`src/rtl/db_pkg.sv`:
```
// Shared types and constants for the switch debouncer.
package db_pkg;

  localparam int DB_N_DEFAULT = 19;

  typedef enum logic [2:0] {
    ZERO    = 3'd0,
    WAIT1_1 = 3'd1,
    WAIT1_2 = 3'd2,
    WAIT1_3 = 3'd3,
    ONE     = 3'd4,
    WAIT0_1 = 3'd5,
    WAIT0_2 = 3'd6,
    WAIT0_3 = 3'd7
  } db_state_t;

endpackage

```
`src/rtl/db_tick_gen.sv`:
```
// Free-running N-bit counter producing a one-cycle tick every 2^N clocks (at q == 0).
// Counter is cleared only by reset, so the first tick lands in the first cycle after release.
module db_tick_gen
  import db_pkg::*;
#(
  parameter int N = DB_N_DEFAULT
) (
  input  logic clk_amisha,
  input  logic reset_amisha,
  output logic m_tick
);

  logic [N-1:0] r_q;

  always_ff @(posedge clk_amisha or negedge reset_amisha) begin
    if (!reset_amisha) begin
      r_q <= '0;
    end else begin
      r_q <= r_q + N'(1);
    end
  end

  assign m_tick = (r_q == '0);

endmodule

```
`src/rtl/db_fsm.sv`:
```
// Moore debouncer: db follows sw only after sw stays put across three counter ticks.
// Latency 2*2^N+2 .. 3*2^N+1 edges; any reversal while waiting returns to the stable state.
module db_fsm
  import db_pkg::*;
#(
  parameter int N = DB_N_DEFAULT
) (
  input  logic clk_amisha,
  input  logic reset_amisha,
  input  logic sw_amisha,
  output logic db_amisha
);

  logic      w_tick;
  db_state_t r_state;
  db_state_t w_next;

  db_tick_gen #(.N(N)) u_tick (
    .clk_amisha  (clk_amisha),
    .reset_amisha(reset_amisha),
    .m_tick      (w_tick)
  );

  always_ff @(posedge clk_amisha or negedge reset_amisha) begin
    if (!reset_amisha) begin
      r_state <= ZERO;
    end else begin
      r_state <= w_next;
    end
  end

  // A reversal of sw in any wait state wins over a coincident tick.
  always_comb begin
    w_next = r_state;
    case (r_state)
      ZERO:    if (sw_amisha) w_next = WAIT1_1;
      WAIT1_1: if (!sw_amisha) w_next = ZERO; else if (w_tick) w_next = WAIT1_2;
      WAIT1_2: if (!sw_amisha) w_next = ZERO; else if (w_tick) w_next = WAIT1_3;
      WAIT1_3: if (!sw_amisha) w_next = ZERO; else if (w_tick) w_next = ONE;
      ONE:     if (!sw_amisha) w_next = WAIT0_1;
      WAIT0_1: if (sw_amisha) w_next = ONE; else if (w_tick) w_next = WAIT0_2;
      WAIT0_2: if (sw_amisha) w_next = ONE; else if (w_tick) w_next = WAIT0_3;
      WAIT0_3: if (sw_amisha) w_next = ONE; else if (w_tick) w_next = ZERO;
      default: w_next = ZERO;
    endcase
  end

  assign db_amisha = (r_state == ONE) || (r_state == WAIT0_1) ||
                     (r_state == WAIT0_2) || (r_state == WAIT0_3);

endmodule

```
`config.mk`:
```
export PLATFORM = sky130hd
export DESIGN_NAME = db_fsm
export DESIGN_NICKNAME = d
export VERILOG_FILES = /design/src/rtl/db_pkg.sv /design/src/rtl/db_tick_gen.sv /design/src/rtl/db_fsm.sv
export SDC_FILE = /design/constraint.sdc
export NUM_CORES = 1
export LEC_CHECK = 0
export ABC_CLOCK_PERIOD_IN_PS = 2300
export BUFFER_PORTS_ARGS = -buffer_cell sky130_fd_sc_hd__buf_2
export CAP_MARGIN = 20
export CORE_ASPECT_RATIO = 1.2
export CORE_MARGIN = 8
export CORE_UTILIZATION = 50
export CTS_BUF_LIST = sky130_fd_sc_hd__clkbuf_2 sky130_fd_sc_hd__clkbuf_4 sky130_fd_sc_hd__clkbuf_8
export CTS_CLUSTER_SIZE = 40
export DETAILED_ROUTE_END_ITERATION = 7
export HOLD_SLACK_MARGIN = 0.1
export PLACE_DENSITY = 0.75
export SLEW_MARGIN = 10
export SYNTH_ARGS = -nofsm -noshare
export SYNTH_HDL_FRONTEND = slang
export SYNTH_SLANG_ARGS = --single-unit
```
`constraint.sdc`:
```
create_clock -name clk_amisha -period 2.3 [get_ports clk_amisha]
set_clock_uncertainty 0.2 [all_clocks]
set_input_delay 0.46 -clock clk_amisha [delete_from_list [all_inputs] [get_ports clk_amisha]]
set_output_delay 0.46 -clock clk_amisha [all_outputs]
set_load 0.1 [all_outputs]
```
== Word level (Yosys, flattened, before mapping) ==
Cells that the tools add are included.
Storage, ports and cells
  register bits: 22
  input bits: 3
  output and inout bits: 1
  logic and storage cells: 39
Cells by class
  add/subtract/negate cells: 1
  equal/unequal tests: 15
  muxes and demuxes: 15
  reduce and logical (&&, ||, !) cells: 6
Operators with widths (count)
  $mux W3: 14
  $pmux W3 S8: 1
  $add A19 B1 Y19 const B: 1
  $logic_not A19 Y1: 1
  $ne A3 B2 Y1 const B: 6
  $eq A3 B3 Y1 const B: 4
  $reduce_and A8 Y1: 1
  $eq A3 B2 Y1 const B: 2
  $ne A2 B2 Y1 const B: 2
  $eq A3 B1 Y1 const B: 1
  $logic_not A3 Y1: 1
  $logic_or A1 B1 Y1: 3

== Longest topological paths before layout ==
  word-level depth: 4
  mapped depth: 6
  mapped depth without buffers: 6

== Hierarchy ==
Synthesis repeated with hierarchy kept, for this count alone.
Unflattened totals
  cells, all modules: 87
  area, all modules: 1022.2 sq um
By module, submodules not included
  db_tick_gen: times used 1, cells each 75, area an instance 872.1 sq um, sequential area each 475.5 sq um
  db_fsm: times used 1, cells each 12, area an instance 150.1 sq um, sequential area each 75.1 sq um

== Worst setup path after synthesis ==
OpenSTA, ideal clock, no wires.
  kind: register to register
  from: register u_tick.r_q[12]
  to: register r_state[1]
  data arrival time: 1.647 ns
  required time: 1.974 ns
  setup slack: 0.327 ns
  stages on the path, launching flop included: 5
  path buffers: 0
  period minus slack after synthesis: 1.973 ns
  cells stage by stage: dfrtp_1 or4_4 or4b_4 o21ai_2 a21oi_1
On the way
  cells in the longest elaborated chain, start to end: 3
  elaborated cells on any way between the ends: 8
RTL lines
  start, declared: line db_tick_gen.sv:13  | logic [N-1:0] r_q;
  start signal, assigned: line db_tick_gen.sv:19  | r_q <= r_q + N'(1);
  $logic_not A19 Y1 *: line db_tick_gen.sv:23  | assign m_tick = (r_q == '0);
  $ne A3 B2 Y1 (no source line)
  $reduce_and A8 Y1 (no source line) *
  end signal, assigned: line db_fsm.sv:28  | r_state <= w_next;
  end, declared: line db_fsm.sv:15  | db_state_t r_state;
Every way passes the cells marked *; elsewhere a longest branch is shown, timed or not.
A chain may end at the register's enable or synchronous reset.

== Worst setup path in the final report ==
Same ends and word-level chain as after synthesis.

==> results.tsv <==
stage	metric	value	unit
die	initial core utilization	53.7	%
timing	Setup TNS Final	0	ps
place	pre-CTS setup slack	258	ps
die	Die Y	65.1	um
power_and_ir_drop	clock share of power	40.6	%
power_and_ir_drop	Power, Total	0.718	mW
setup_path	Worst Path Arrival	2060	ps
timing	fin. max-slew vios	0	
global_routing	number of global-route vias before repair	710	
route	DR vias	664	
setup_path	CP Launch Type	flop	
power_and_ir_drop	Power Dens Cells	651	nW/um2
die	Die Wd	56.9	um
place	IO buf count	3	
die	Ports	4	
place	RePlAce Congestion	0.815	
synthesis	Yosys top cell area share	54.8	%
setup_path	CP bufs+invs	0	
timing	post-route setup slack	248	ps
layout	Area growth syn-to-layout	9.71	%
timing	Hold WS	178	ps
global_routing	All-Layer GR Usage	10.5	%
synthesis	Mapped Cells	88	
synthesis	syn_area_per_cell	11.4	um2
timing	final hold vios	0	
cts	TritonCTS Sinks	22	
power_and_ir_drop	maximum vdd drop	468	uV
route	Vias per Instance	5.82	
flow_run	max-cap viol count	0	
setup_path	critical path data required time	2310	ps
power_and_ir_drop	internal power	0.577	mW
cts	CTS root buffer	clkbuf_4	
synthesis	Primary FF master, synth	dfrtp_1	
layout	Final Util	58.9	%
route	Residual DRC	0	
power_and_ir_drop	Flop pwr share	54.9	%
layout	fraction of layout instances using a drive strength above 1	12.6	%
synthesis	syn_nets	93	
die	core area	1870	um2
synthesis	post-synthesis async set-or-reset flop share	100	%
synthesis	most common cell in the synthesized netlist	dfrtp_1	
timing	RSZ-0062 raised after global routing	false	
cts	total setup buffers inserted after CTS	0	
route	final WL	1.70	mm
synthesis	sequential-to-total area share from yosys stat	54.8	%
cts	CTS Buf Count	3	
cts	# H-tree levels	1	
outcome	outcome	finished clean	
power_and_ir_drop	Switching Fraction	19.6	%
setup_path	Slowest cell on crit path	or4_4	
global_routing	pin count of the biggest net entering global routing	23	
synthesis	Synth top cells by count	dfrtp_1, xnor2_1, nand3_1, nand4_1, nor2_1	
synthesis	Synth area leaders	dfrtp_1, xnor2_1, nand4_1	
synthesis	Post-synth EDFFs	0	
die	Rows	17	
setup_path	cell chain of the critical path	or4_4 -> or4b_4 -> o21ai_2 -> a21oi_1	
cts	clock tree buffer depth	2	
cts	CTS tree	yes	
setup_path	slowest stage delay, CP	570	ps
place	HPWL Detailed	1.24	mm
power_and_ir_drop	Leak Pwr	0.499	nW
route	First-pass DRT Iterations	4	
timing	# setup viols final	0	
synthesis	synth unique cells	23	
cts	Worst-path clk slew	120	ps
setup_path	Worst path top cell family by delay	simple AND/OR/NAND/NOR gates	
global_routing	grt ovf	0	
timing	final worst path period need	2050	ps
layout	diode count	0	
worst_hold_path	Tightest Hold Check Type	in -> reg	
cts	clk_lat worst skew	310	ps
timing	Rel. slew slack	67.0	%
route	WL per Instance	14.9	um
timing	Max Fclk	487	MHz
route	Starting DRT DRC Count	17	
power_and_ir_drop	Gate power share	4.6	%
timing	Worst Max-Slew Pin Slew	491	ps
synthesis	Cell Area, Synth	1000	um2
synthesis	area leader, netlist	dfrtp_1	
layout	Final nets	101	
layout	Fillers	164	
power_and_ir_drop	sw power	0.141	mW
global_routing	initial antenna violation count	0	
setup_path	Crit Path Class	reg -> reg	
timing	fin crit share	89.2	%
die	Die ar.	3710	um2
global_routing	first-pass GRT wire length	3.15	mm
route	Post-DRT Antenna Nets	0	
synthesis	synthesis warning total	0	
setup_path	CP Capture Type	flop	
setup_path	maximum fanout along the worst path	6	
synthesis	FF+latch count, synth	22	
-- kinds of logic after synthesis --
logic type      synth area share (%)
xor+xnor                        15.7
compound gates                  1.87
fa+ha+maj                       2.49
flops                           54.8
buf+inv                         1.87
simple gates                    22.2
mux                             1.12
-- registers in the layout, indices dropped and copies added, names as in the netlist --
name,count
r_state,3
u_tick.r_q,19
-- final cells by class --
class                           count  area, um2  area share (%)
Timing Repair Buffer                4       25.0            2.27
Multi-Input combinational cell     61        435            39.5
Sequential cell                    22        551            49.9
Clock inverter                      1       30.0            2.72
Inverter                            4       15.0            1.36
Clock buffer                        3       22.5            2.04
Tap cell                           19       23.8            2.16
-- layout by cell type (no fill, tap or decap), drive strengths merged, types with 3 or more instances in the layout --
cell type / Yosys / layout
dfrtp: 22 / 22
xnor2: 14 / 14
nand4: 8 / 8
nand3: 8 / 8
nor2: 5 / 5
inv: 4 / 4
xor2: 4 / 4
nor3: 4 / 4
nand2: 3 / 3
clkbuf: 1 / 3
buf: 0 / 3
-- per-stage QoR --
stage	instance area (um2)	std cells
finish	1100	114
global route	1100	114
CTS	1100	114
detailed placement	1040	109
global placement	1040	109
floorplan	1000	88
-- power by group through the flow --
stage / clock (mW) / sequential (mW) / combinational (mW)
finish: 0.291 / 0.394 / 0.0328
floorplan: 0 / 0.400 / 0.0208
CTS: 0.299 / 0.394 / 0.0333
detailed placement: 0 / 0.401 / 0.0319
global route: 0.312 / 0.395 / 0.0356
global placement: 0 / 0.401 / 0.0313
-- final timing paths --
path,startpoint,slack [ps],depth (start not counted),to
min in group asynchronous,reset_amisha,420,2,r_state[2]$_DFFE_PN0P_
worst min register to register,u_tick.r_q[18]$_DFF_PN0_,290,1,u_tick.r_q[18]$_DFF_PN0_
max in group asynchronous,reset_amisha,1140,2,u_tick.r_q[3]$_DFF_PN0_
worst min-delay path,sw_amisha,180,2,r_state[2]$_DFFE_PN0P_
worst max register to register,u_tick.r_q[12]$_DFF_PN0_,250,4,r_state[1]$_DFFE_PN0P_
worst max-delay path,u_tick.r_q[12]$_DFF_PN0_,250,4,r_state[1]$_DFFE_PN0P_
-- per-layer routing --
metal,GRT usage [%],vias to the layer above,wire [um]
met1,12.7,324,761
met3,2.88,6,63
li1,-,324,-
met4,5.59,0,40
met2,16.4,10,838
met5,0,-,0
-- what timing repair did --
item / in CTS / in global routing
hold endpoints to repair: 22 / 0
hold buffers: 1 / 0
resized for setup: 0 / 0
Note: power is estimated with default switching activity, not from simulation.
